**src/rtl/mux_pkg.sv**
```systemverilog
// Shared constants and helpers for the N-to-1 arbitrating multiplexer.
package mux_pkg;

  localparam int MODE_FIXED = 0;
  localparam int MODE_RR    = 1;

  // Modulo-n increment without a divider; the result never reaches n.
  function automatic int wrap_inc(input int v, input int n);
    return (v + 1 >= n) ? 0 : v + 1;
  endfunction

endpackage

```
**src/rtl/rr_pick.sv**
```systemverilog
// Circular priority picker: scans req starting at index start, wrapping
// N-1 -> 0, and returns the first requester as one-hot grant plus index.
module rr_pick #(
  parameter int N     = 4,
  parameter int SEL_W = $clog2(N)
) (
  input  logic [N-1:0]     req,
  input  logic [SEL_W-1:0] start,
  output logic [N-1:0]     grant,
  output logic [SEL_W-1:0] idx,
  output logic             any
);

  // First requester at or after start wins; the first hit locks out the rest.
  always_comb begin
    int               c;
    logic [SEL_W-1:0] cidx;
    grant = '0;
    idx   = '0;
    any   = 1'b0;
    c     = 0;
    cidx  = '0;
    for (int k = 0; k < N; k++) begin
      c = int'(start) + k;
      if (c >= N) c = c - N;
      cidx = c[SEL_W-1:0];
      if (!any && req[cidx]) begin
        any         = 1'b1;
        grant[cidx] = 1'b1;
        idx         = cidx;
      end
    end
  end

endmodule

```
**src/rtl/mux_arb_nto1.sv**
```systemverilog
// N-to-1 registered multiplexer with fixed-priority or round-robin
// arbitration and a valid/ready handshake on both sides.
module mux_arb_nto1 #(
  parameter  int N     = 4,
  parameter  int WIDTH = 8,
  parameter  int MODE  = 1,
  localparam int SEL_W = $clog2(N)
) (
  input  logic               clk,
  input  logic               rst_n,
  input  logic [N*WIDTH-1:0] in_data,
  input  logic [N-1:0]       in_valid,
  output logic [N-1:0]       in_ready,
  output logic [WIDTH-1:0]   out_data,
  output logic [SEL_W-1:0]   out_sel,
  output logic               out_valid,
  input  logic               out_ready
);

  import mux_pkg::*;

  logic [SEL_W-1:0] ptr_p1;
  logic [WIDTH-1:0] data_p1;
  logic [SEL_W-1:0] sel_p1;
  logic             vld_p1;

  logic [SEL_W-1:0] start;
  logic [N-1:0]     grant;
  logic [SEL_W-1:0] idx;
  logic             any;
  logic             load_en;
  logic             xfer;

  // Fixed priority is the same circular scan anchored at channel 0.
  assign start = (MODE == MODE_RR) ? ptr_p1 : '0;

  rr_pick #(
    .N     (N),
    .SEL_W (SEL_W)
  ) u_pick (
    .req   (in_valid),
    .start (start),
    .grant (grant),
    .idx   (idx),
    .any   (any)
  );

  // The register can take a new beat when empty or being drained this cycle.
  assign load_en  = ~vld_p1 | out_ready;
  // Gate with rst_n so nothing is accepted while reset is held.
  assign in_ready = grant & {N{load_en & rst_n}};
  assign xfer     = any & load_en;

  // ---- stage p1: output register ----
  // Load the winner's word and index; empty the register when drained with no request.
  always_ff @(posedge clk or negedge rst_n) begin
    if (!rst_n) begin
      vld_p1  <= 1'b0;
      data_p1 <= '0;
      sel_p1  <= '0;
    end else if (load_en) begin
      vld_p1 <= any;
      if (any) begin
        data_p1 <= in_data[int'(idx)*WIDTH +: WIDTH];
        sel_p1  <= idx;
      end
    end
  end

  // Round-robin pointer moves just past the channel that transferred.
  always_ff @(posedge clk or negedge rst_n) begin
    if (!rst_n) begin
      ptr_p1 <= '0;
    end else if (xfer && MODE == MODE_RR) begin
      ptr_p1 <= SEL_W'(wrap_inc(int'(idx), N));
    end
  end

  assign out_data  = data_p1;
  assign out_sel   = sel_p1;
  assign out_valid = vld_p1;

endmodule

```
**config.mk**
```make
export PLATFORM = sky130hd
export DESIGN_NAME = mux_arb_nto1
export DESIGN_NICKNAME = d
export VERILOG_FILES = /design/src/rtl/mux_pkg.sv /design/src/rtl/rr_pick.sv /design/src/rtl/mux_arb_nto1.sv
export SDC_FILE = /design/constraint.sdc
export NUM_CORES = 1
export LEC_CHECK = 0
export CAP_MARGIN = 40
export CORE_MARGIN = 2
export CORE_UTILIZATION = 45
export DETAILED_ROUTE_END_ITERATION = 10
export GPL_TIMING_DRIVEN = 0
export PLACE_DENSITY = 0.81
export SLEW_MARGIN = 5
export SYNTH_ARGS = -nofsm -noshare
export SYNTH_HDL_FRONTEND = slang
export SYNTH_SLANG_ARGS = --single-unit
```
**constraint.sdc**
```tcl
create_clock -name clk -period 4.1 [get_ports clk]
set_clock_uncertainty 0.2 [all_clocks]
set_input_delay 0.82 -clock clk [delete_from_list [all_inputs] [get_ports clk]]
set_output_delay 0.82 -clock clk [all_outputs]
set_load 0.02 [all_outputs]
```
# Word level (Yosys, flattened, before mapping)

Index checks and enable logic that the tools add are counted.
Widths: inputs -> output; s select.

Register bits after elaboration: 13
Output and inout bits: 15
Logic and storage cells: 78

Add/subtract/negate cells: 8
$lt $le $gt $ge: 13
Shift operators: 1
Muxes and demuxes: 33
Bitwise logic cells: 8
Reduce and logical (&&, ||, !) cells: 11

Operator list:

| cell                | number |
|---|---|
| $shiftx 32x6->8     | 1 |
| $mux 2              | 9 |
| $mux 4              | 4 |
| $ge 3x3->1 const B  | 4 |
| $lt 2x3->1 const B  | 4 |
| $mux 1              | 12 |
| $or 4x4->4          | 3 |
| $bmux 1 s2          | 4 |
| $demux 1 s2         | 4 |
| $ge 2x1->1 const B  | 4 |
| $sub 2x1->2 const B | 4 |
| $logic_and 1x1->1   | 7 |
| $add 2x1->3 const B | 2 |
| $add 2x2->3 const B | 2 |
| $and 4x4->4         | 1 |
| $ge 2x3->1 const B  | 1 |
| $logic_not 1->1     | 3 |
| $and 1x1->1         | 2 |
| $reduce_and 2->1    | 1 |
| $not 1->1           | 1 |
| $or 1x1->1          | 1 |

# Longest topological paths before layout

Word-level depth: 17
Depth in mapped cells: 14
Mapped depth without buffers: 9

# Hierarchy

From an unflattened synthesis, not the netlist that was laid out.

Cell total of the unflattened synthesis: 90
Area, all modules: 1139.8 um2

By module, submodules not included:

| module       | instances | cells each | area an instance (um2) | sequential area each (um2) |
|---|---|---|---|---|
| mux_arb_nto1 | 1         | 45         | 718.2                  | 325.3 |
| rr_pick      | 1         | 45         | 421.7                  | 0.0 |

# Worst setup path before layout

No wires, ideal clock.

Kind: register to output
Start point: register ptr_p1[0]
End point: output port in_ready[1]
Arrival time: 2744 ps
Required time: 3080 ps
Path slack: 336 ps
Cell stages (with the launch flop): 13
Buffers on the path: 4
Path through: dfrtp_1 > buf_6 > inv_1 > clkbuf_1 > clkbuf_1 > ha_1 > mux4_2 > nor2b_2 > buf_6 > a22oi_1 > nor2_1 > a221oi_1 > nor2_1

Word-level cells in the longest chain between the ends: 15

Ends and longest elaborated chain:

| item                                                                 | RTL line           | RTL |
|---|---|---|
| start, declared                                                      | mux_arb_nto1.sv:22 | `logic [SEL_W-1:0] ptr_p1;` |
| start signal, assigned                                               | mux_arb_nto1.sv:75 | `ptr_p1 <= SEL_W'(wrap_inc(int'(idx), N));` |
| parallel branches: the longest is 13 deep, another holds $add 2x1->3 | --                 |  |
| $mux 4 (*)                                                           | rr_pick.sv:27      | `if (!any && req[cidx]) begin` |
| $and 4x4->4 (*)                                                      | mux_arb_nto1.sv:51 | `assign in_ready = grant & {N{load_en & rst_n}};` |
| end, declared                                                        | mux_arb_nto1.sv:13 | `output logic [N-1:0] in_ready,` |

Every way passes the cells marked *. The select of a mux whose other input is x is not followed.

# Final worst setup path

Start point: register ptr_p1[0]
End point: output port in_ready[2]

Same word-level chain as after synthesis.

==> summary.txt <==
Cells and area
  • Layout cells sized above 1: 0.153
  • Antenna Cells: 0
  • Fin nets: between 200 and 300
  • Multi-input gate area: just over 0.001 mm^2
  • # fillers: roughly 260
  • Non-Filler Instances: 266
  • Area Growth Syn to Fin: 42.0%
  • Reg area: 327 um^2

Synth
  • Largest area contributor in the netlist: dfrtp_1
  • Synth Area in Compound Gates: 0.214
  • XOR/XNOR Fraction of Synth Area: 0
  • Top-count cell post-synth: nand2_1
  • Top cells by count, synth: nand2_1 (35), mux2i_1 (23), dfrtp_1 (13)
  • Post-synthesis mux area share: 0.230
  • Most common flop cell mapped by yosys: dfrtp_1
  • Syn avg cell area: 8.88 um^2
  • Synthesized net count: roughly 210
  • Post-synth EDFFs: 0
  • Sequential cell area fraction in the yosys report: 0.223
  • Mapped Cells: approximately 160
  • Yosys warns: 0
  • Library cells used by synthesis: 37
  • Post-synth top area share: 0.223
  • Area of the mapped netlist: roughly 0.0015 mm^2
  • Top post-synthesis cells by area: dfrtp_1 (22%), mux2i_1 (16%), nand2_1 (9.0%)
  • Seq cells post-synth: 13
  • Fraction of registers with async set/reset: 1.00
  • Simple-Gate Fraction of Synth Area: 0.186
  • Main combinational cell family by area after synthesis: multiplexers
  • Post-Synth Adder-Cell Area: 0.0687

GRT
  • Largest net degree at the start of global routing: 15
  • First-pass GRT wire length: around 6500 um
  • Initial antenna violation count: 0
  • Number of global-route vias before repair: ~1500
  • Global Route Usage Sum: 0.235
  • Overflow after GRT: 0

Routing
  • WL/cell: roughly 16 um
  • Iter 0 DRT Violations: 63
  • DR DRC count: 0
  • Antenna-violating nets left: 0
  • Routed via count: approximately 1500
  • Vias per std cell: ~5.7
  • Final WL: ~4200 um
  • DR pass1 iterations: 4

Setup path
  • Required @ worst endpoint: 3080 ps
  • Crit-path max FO: 12
  • Cells on worst reg2reg path: 11
  • Critical Path Start: ptr_p1[0]
  • RR Startpoint: ptr_p1[0]
  • Crit path capture type: primary output
  • Kind of start point of the critical path: register
  • CP Class: reg2out
  • CP arrival: around 2900 ps
  • FF-to-FF End: out_data[2]
  • Reg2Reg Setup Slack: between 600 and 700 ps

Clock network
  • Clk slew on worst S/H paths: 80 ps
  • Root buf cell: clkbuf_4
  • CTS tree: built
  • Clock Latency Late Sink: about 280 ps
  • Clk sink count: 13
  • Htree depth: 1
  • Hold_buf cts: 0
  • Clock Tree Buf Depth: 2
  • CTS Buf Count: 3

Power
  • Leak Pwr: just under 0.9 nW
  • Pwr dens: between 700 and 800 mW/mm^2
  • Sw power: between 0.7 and 0.8 mW
  • Sequential share of power: 0.157
  • Comb power frac: 0.788
  • Sw Ratio: 0.471
  • Clock Power Share: 0.056
  • Tot Pwr: 1.50 mW
  • Int Pwr: about 0.80 mW
  • Worst VDD drop: 0.349 mV

Die
  • Top Ports: between 50 and 60
  • Initial cell density of the core: 0.473
  • Die outline width: 60.9 um
  • Die height: 60.9 um
  • Core area: roughly 0.003 mm^2
  • Die ar.: between 0.003 and 0.004 mm^2
  • # rows: 20

Min path
  • Hold Path Depth: 1
  • Worst hold start: out_sel[0]
  • Worst Hold Class: reg2reg
  • Hold Path Sink: out_sel[0]

Timing
  • Setup TNS: 0 ps
  • RSZ-0062 raised after global routing: false
  • Tmin final: a little under 4000 ps
  • Rel. slew slack: 0.435
  • Final Max Slew Viols: 0
  • Final worst slack: roughly 200 ps
  • Worst-Margin Slew: approximately 850 ps
  • Hold Fails Final Rpt: 0
  • Max Fclk: between 0.2 and 0.3 GHz
  • Setup violators final: 0
  • Final period utilization: 0.952
  • Fin Hold WS: between 300 and 400 ps

Place
  • Post-DP HPWL: 3210 um
  • Number of I/O port buffers: 51
  • Placed Cells: around 260
  • GPL Wtd Cong: roughly 0.88
  • Place WS: -574 ps

Status
  • Status: finished clean

Job
  • Maxcap violations: 0
[layout by cell type, fill, tap and decap left out, drive strengths merged, types with 7 or more instances in the layout]
cell and instances:
a21oi 12, buf 11, clkbuf 12, clkdlybuf4s50 47
dfrtp 13, ha 8, mux2i 23, nand2 35
nor2 13, o32ai 7
[cell type report]
class                      instances  share of cell area
multi-input combinational        135               0.494
timing repair buffer              54               0.248
sequential                        13               0.158
inverter                           4             0.00726
buffer                            12              0.0538
clock buffer                       4              0.0127
tap                               44              0.0266
[power by group through the flow]
stage / registers, mW / clock network [mW] / logic (mW)
after detailed placement: 0.241 / 0 / 1.14
after global placement: 0.238 / 0 / 1.09
final: 0.236 / 0.0837 / 1.19
after global routing: 0.247 / 0.0868 / 1.27
after floorplan: 0.292 / 0 / 0.767
after CTS: 0.240 / 0.0816 / 1.16
[critical path, cell delays in order, from the launching register on]
cell and delay, ps:
dfrtp_2 430, buf_6 140, inv_1 70, clkbuf_4 220, clkbuf_8 200, ha_2 320, mux4_2 330, buf_4 180
a22oi_1 200, nor2_1 60, a221oi_1 230, nor2_1 60, clkbuf_2 160
[kinds of logic (layout without fill, tap and decap cells)]
group,Yosys count,after routing
AND/OR/NAND/NOR,57,57
AO/OA/AOI/OAI,41,41
multiplexers,29,29
buffers and inverters,16,74
flip-flops,13,13
adder cells (fa/ha/maj),8,8
[state kept, by name (all words and copies together) (netlist names)]
name / count
out_sel: 2
out_data: 8
out_valid: 1
ptr_p1: 2
[stage by stage]
stage,util,cell area [um^2]
floorplan,-,1460
CTS,0.671,2060
detailed placement,0.657,2020
finish,0.672,2070
global placement,0.657,2020
global route,0.672,2070
[how the worst max path moves through the flow]
| stage | slack [ps] | cells past startpoint | endpoint |
|---|---|---|---|
| 5_1_grt | 40 | 12 | in_ready[2] |
| 6_report | 190 | 12 | in_ready[2] |
| 3_3_place_gp | -500 | 13 | in_ready[2] |
| 2_1_floorplan | 340 | 12 | in_ready[1] |
| 3_5_place_dp | -570 | 13 | in_ready[3] |
| 4_1_cts | 10 | 13 | in_ready[3] |
[per-layer routing]
metal / part of all wire / wire (um) / global-route usage / vias to the layer above
met4: 0.011 / 45 / 0.0870 / 0
li1: - / - / - / 716
met3: 0.062 / 262 / 0.0362 / 7
met2: 0.51 / 2160 / 0.395 / 65
met1: 0.41 / 1750 / 0.305 / 733
met5: 0 / 0 / 0 / -
[timing repair]
action,CTS,global route
endpoints found under the setup margin,4,4
gates resized for setup,14,5
buffers inserted,0,3
gates cloned,0,0
(Power assumes the default switching activity.)
